<file path="src/rtl/pwm_address_generator.sv">
// PWM table/compare address generator: up-saw, down-saw, triangle and hold modes
// with programmable step and a clock-enable prescaler.
module pwm_address_generator #(
    parameter int COUNT_WIDTH    = 7,
    parameter int MAX_VALUE      = 100,
    parameter int STEP_WIDTH     = 4,
    parameter int PRESCALE_WIDTH = 8
) (
    input  logic                      clk,
    input  logic                      rst_n,
    input  logic                      en,
    input  logic                      clr,
    input  logic [1:0]                mode,
    input  logic [STEP_WIDTH-1:0]     step,
    input  logic [PRESCALE_WIDTH-1:0] prescale,
    output logic [COUNT_WIDTH-1:0]    address,
    output logic                      dir,
    output logic                      wrap,
    output logic                      tick
);

    localparam int AW = COUNT_WIDTH + 2;
    localparam logic [AW-1:0] MAX_EXT    = AW'(MAX_VALUE);
    localparam logic [AW-1:0] PERIOD_EXT = AW'(MAX_VALUE + 1);

    localparam logic [1:0] MODE_UP   = 2'd0;
    localparam logic [1:0] MODE_DOWN = 2'd1;
    localparam logic [1:0] MODE_TRI  = 2'd2;
    localparam logic [1:0] MODE_HOLD = 2'd3;

    // Step clamped to the range so a single tick can wrap at most once.
    function automatic logic [AW-1:0] eff_step(input logic [STEP_WIDTH-1:0] st);
        logic [AW-1:0] r;
        if (32'(st) > 32'(MAX_VALUE)) begin
            r = MAX_EXT;
        end else begin
            r = AW'(st);
        end
        return r;
    endfunction

    logic [PRESCALE_WIDTH-1:0] pc_r;
    logic [PRESCALE_WIDTH-1:0] pc_next_s;
    logic [COUNT_WIDTH-1:0]    address_r;
    logic                      dir_r;
    logic                      wrap_r;
    logic [AW-1:0]             addr_next_s;
    logic                      dir_next_s;
    logic                      wrap_next_s;
    logic [AW-1:0]             s_s;
    logic [AW-1:0]             a_s;
    logic [AW-1:0]             sum_s;

    assign s_s   = eff_step(step);
    assign a_s   = AW'(address_r);
    assign sum_s = a_s + s_s;

    // Output decode: tick is the only combinational output.
    always_comb begin
        tick = en && (pc_r == prescale);
    end

    // Prescaler next count; a shrunken prescale above pc restarts without a tick.
    always_comb begin
        pc_next_s = pc_r;
        if (en) begin
            if (pc_r >= prescale) begin
                pc_next_s = {PRESCALE_WIDTH{1'b0}};
            end else begin
                pc_next_s = pc_r + PRESCALE_WIDTH'(1);
            end
        end else begin
            pc_next_s = pc_r;
        end
    end

    // Next address/direction/wrap; triangle phase lives in dir_r.
    always_comb begin
        addr_next_s = a_s;
        dir_next_s  = dir_r;
        wrap_next_s = 1'b0;
        if (tick && (s_s != {AW{1'b0}})) begin
            case (mode)
                MODE_UP: begin
                    dir_next_s = 1'b0;
                    if (sum_s > MAX_EXT) begin
                        addr_next_s = sum_s - PERIOD_EXT;
                        wrap_next_s = 1'b1;
                    end else begin
                        addr_next_s = sum_s;
                    end
                end
                MODE_DOWN: begin
                    dir_next_s = 1'b1;
                    if (s_s > a_s) begin
                        addr_next_s = a_s + PERIOD_EXT - s_s;
                        wrap_next_s = 1'b1;
                    end else begin
                        addr_next_s = a_s - s_s;
                    end
                end
                MODE_TRI: begin
                    if (!dir_r) begin
                        if (sum_s >= MAX_EXT) begin
                            addr_next_s = MAX_EXT;
                            dir_next_s  = 1'b1;
                        end else begin
                            addr_next_s = sum_s;
                        end
                    end else begin
                        if (a_s <= s_s) begin
                            addr_next_s = {AW{1'b0}};
                            dir_next_s  = 1'b0;
                            wrap_next_s = 1'b1;
                        end else begin
                            addr_next_s = a_s - s_s;
                        end
                    end
                end
                MODE_HOLD: begin
                    addr_next_s = a_s;
                end
                default: begin
                    addr_next_s = a_s;
                end
            endcase
        end else begin
            addr_next_s = a_s;
        end
    end

    // State register; clr behaves like reset but synchronously.
    always_ff @(posedge clk or negedge rst_n) begin
        if (!rst_n) begin
            pc_r      <= {PRESCALE_WIDTH{1'b0}};
            address_r <= {COUNT_WIDTH{1'b0}};
            dir_r     <= 1'b0;
            wrap_r    <= 1'b0;
        end else if (clr) begin
            pc_r      <= {PRESCALE_WIDTH{1'b0}};
            address_r <= {COUNT_WIDTH{1'b0}};
            dir_r     <= 1'b0;
            wrap_r    <= 1'b0;
        end else begin
            pc_r      <= pc_next_s;
            address_r <= COUNT_WIDTH'(addr_next_s);
            dir_r     <= dir_next_s;
            wrap_r    <= wrap_next_s;
        end
    end

    assign address = address_r;
    assign dir     = dir_r;
    assign wrap    = wrap_r;

endmodule

</file>
<file path="config.mk">
export PLATFORM = sky130hd
export DESIGN_NAME = pwm_address_generator
export DESIGN_NICKNAME = d
export VERILOG_FILES = /design/src/rtl/pwm_address_generator.sv
export SDC_FILE = /design/constraint.sdc
export NUM_CORES = 1
export LEC_CHECK = 0
export ABC_CLOCK_PERIOD_IN_PS = 9600
export CORE_MARGIN = 3
export CORE_UTILIZATION = 40
export DETAILED_ROUTE_END_ITERATION = 10
export REMOVE_ABC_BUFFERS = 1
export SYNTH_ARGS = -nofsm -noshare
export SYNTH_HDL_FRONTEND = slang
export SYNTH_SLANG_ARGS = --single-unit
</file>
<file path="constraint.sdc">
create_clock -name clk -period 9.6 [get_ports clk]
set_clock_uncertainty 0.15 [all_clocks]
set_input_delay 1.92 -clock clk [delete_from_list [all_inputs] [get_ports clk]]
set_output_delay 1.92 -clock clk [all_outputs]
set_load 0.05 [all_outputs]
</file>
==> flow_metrics.py <==
metrics = {
    "detailed_routing": {
        "wl_per_cell_um": 16.49,
        "met3WireLength_um": 334,
        "wl_um": 6892,
        "postRouteAntennaNets": 0,
        "detail_route.vias_per_cell": 5.919,
        "drt-pass1-iter-count": 4,
        "highest_layer": "met4",
        "drtIter0Drc": 138,
        "vias": 2474,
        "route.met2.wl_um": 3210,
        "routedLengthMet1_um": 3299,
        "drc": 0,
    },
    "critical_path": {
        "end_kind": "output port",
        "cp-endpoint": "tick",
        "rr_endpoint": "address[2]",
        "r2r_cells": 11,
        "critical_path_arrival_ns": 4.01,
        "r2r_start": "address[0]",
        "startpoint_type": "primary input",
        "r2r_setup_slack_ns": 5.90,
        "crit_fanout": 2,
        "startpoint": "prescale[7]",
        "worstSetupPathType": "in -> out",
        "critPathRequiredTime_ns": 7.53,
    },
    "layout": {
        "nNetsFinal": 398,
        "fill_cells": 629,
        "areaGrowthSynthToFinish_pct": 13.15,
        "final_layout_size_suffix_gt1_frac": 0.05539,
        "n_antenna_cell": 0,
        "final_cell_mix": "ha_1, inv_1, o21ai_0, nor2_1, clkdlybuf4s50_1",
        "final_common_cell": "ha_1",
    },
    "place": {
        "place_ws_ns": 3.484,
        "place_congestion": 0.9183,
        "dp.final_hpwl_um": 5526,
        "io_buffers": 27,
    },
    "sta": {
        "setup_ws_ns": 3.525,
        "fmax_mhz": 164.6,
        "rsz0062_at_grt": "no",
        "post-route-period-util": 0.6329,
        "final.setup.tns_ns": 0,
        "setup_viol": 0,
        "worst_pin_slew_ns": 1.160,
        "hold_viol": 0,
        "relSlewSlack": 0.2165,
        "min_period_ns": 6.075,
        "slew_viol_final": 0,
    },
    "clocking": {
        "cts_max_level": 1,
        "cts_tree": "yes",
        "clk_pin_slew_ns": 0.08,
        "cts.sink_count": 17,
        "holdBufCountCts": 0,
        "post_cts.repair.setup_buffers": 0,
        "ctsRootBufferMaster": "clkbuf_8",
        "max-clock-path-buffers": 2,
        "insertion_delay_ns": 0.26,
        "post_cts_resized": 0,
        "numCtsBuffers": 3,
    },
    "global_route": {
        "antenna_found_initial": 0,
        "grt.total_usage": 0.1940,
        "grt_pass1_wl_um": 11670,
        "grt_max_degree": 19,
        "grt_overflow": 0,
        "grt_pass1_vias": 2349,
    },
    "floorplanning": {
        "fp.dieW_um": 86,
        "rows": 28,
        "start_util": 0.4224,
        "ios": 28,
        "core_um2": 6061,
        "dieArea_um2": 7396,
        "dieHeight_um": 86,
    },
    "yosys": {
        "synth_cell_types": 66,
        "yosysSeqAreaShare": 0.1662,
        "yosys_warnings": 0,
        "synth-seq-cells": 17,
        "syn_inst": 324,
        "synth_area_um2": 2560,
        "netlist_top_cells_area": "dfrtp_1, ha_1, o21ai_0",
        "synthArstFlopShare": 1.000,
        "yosysTopAreaCell": "dfrtp_1",
        "synth_edf_count": 0,
        "synth_top_cell_area_share": 0.1662,
        "syn_avg_cell_area_um2": 7.901,
        "synthFlopType": "dfrtp_1",
    },
    "status": {
        "outcome": "complete, no violations",
    },
    "worst_hold_path": {
        "hp-class": "reg -> reg",
        "hold_path_startpoint": "pc_r[6]",
    },
    "power": {
        "powerDensity_nw_per_um2": 64.96,
        "power_leakage_uw": 0.001257,
        "vdd_drop_max_mv": 0.05685,
    },
    "run": {
        "maxCapViolations": 0,
    },
}
-- cells in the mapped netlist, types with 3 or more instances --
| cell | n |
|---|---|
| clkbuf_1 | 5 |
| a21oi_1 | 16 |
| buf_4 | 3 |
| a21o_1 | 3 |
| and2_1 | 4 |
| nor2b_1 | 7 |
| nor3_1 | 9 |
| nor2_1 | 29 |
| inv_1 | 29 |
| o311a_1 | 3 |
| o311ai_0 | 4 |
| ha_1 | 34 |
| nand2_1 | 24 |
| nand3_1 | 9 |
| o211ai_1 | 7 |
| nand2b_1 | 6 |
| and3_1 | 3 |
| a31oi_1 | 4 |
| xnor2_1 | 11 |
| o21ai_0 | 29 |
| xor2_1 | 6 |
| dfrtp_1 | 17 |
| o21a_1 | 4 |
-- routing by layer --
layer	up-vias	global-route usage
met5	-	0
met1	1177	0.2733
met4	0	0.04317
met2	79	0.3196
met3	6	0.01825
li1	1212	-
-- final cells by class --
type / instances / area [µm²] / area share
sequential: 17 / 425.4 / 0.1469
timing repair buffer: 27 / 270.3 / 0.09330
clock inverter: 1 / 7.507 / 0.002592
multi-input combinational: 266 / 1949 / 0.6730
tap: 75 / 93.84 / 0.03240
inverter: 29 / 108.9 / 0.03758
clock buffer: 3 / 41.29 / 0.01425
-- kinds of logic (layout without fill, tap and decap cells) --
kind of cell,count (synthesis),count (layout),share of synthesized area
muxes,2,2,0.007820
AOI/OAI and AO/OA,101,101,0.2918
DFF,17,17,0.1662
xor gates and xnor gates,18,18,0.06452
and+or+nand+nor,108,108,0.2116
buffers and inverters,41,60,0.07233
adders and majority gates,37,37,0.1857
-- worst max-delay path, stage by stage --
cell and delay (ns):
clkdlybuf4s50_1 0.45, inv_1 0.04, ha_1 0.29, nand4_1 0.15, nor3_1 0.30, clkdlybuf4s50_1 0.86
-- state kept, by name (all words and copies together) (netlist names) --
name	cells
address	7
dir	1
pc_r	8
wrap	1
-- power by group --
| group | total [µW] | switching [µW] | internal (µW) | leakage, µW |
|---|---|---|---|---|
| sequential | 75.5 | 2.23 | 73.3 | 0.000235 |
| clock | 57.5 | 28.2 | 29.3 | 0.0000217 |
| combinational | 55.2 | 31.9 | 23.2 | 0.00100 |
-- how the worst min path moves through the flow --
| stage | slack, ns | depth (start not counted) | end |
|---|---|---|---|
| floorplan | 0.32 | 1 | pc_r[6] |
| global placement | 0.37 | 1 | pc_r[6] |
| detailed placement | 0.36 | 1 | pc_r[6] |
| CTS | 0.39 | 1 | pc_r[6] |
| global route | 0.41 | 1 | pc_r[6] |
| finish | 0.40 | 1 | pc_r[6] |
-- metrics by stage --
step	total power, µW	util	area (µm²)	cells	hold slack [ns]
floorplan	110.7	-	2484	312	0.3221
global placement	131.4	0.4699	2848	414	0.3733
detailed placement	131.8	0.4699	2848	414	0.3633
CTS	189.4	0.4779	2897	418	0.3860
global route	199.8	0.4779	2897	418	0.4052
finish	188.2	0.4779	2897	418	0.4023
(Power assumes the default switching activity.)
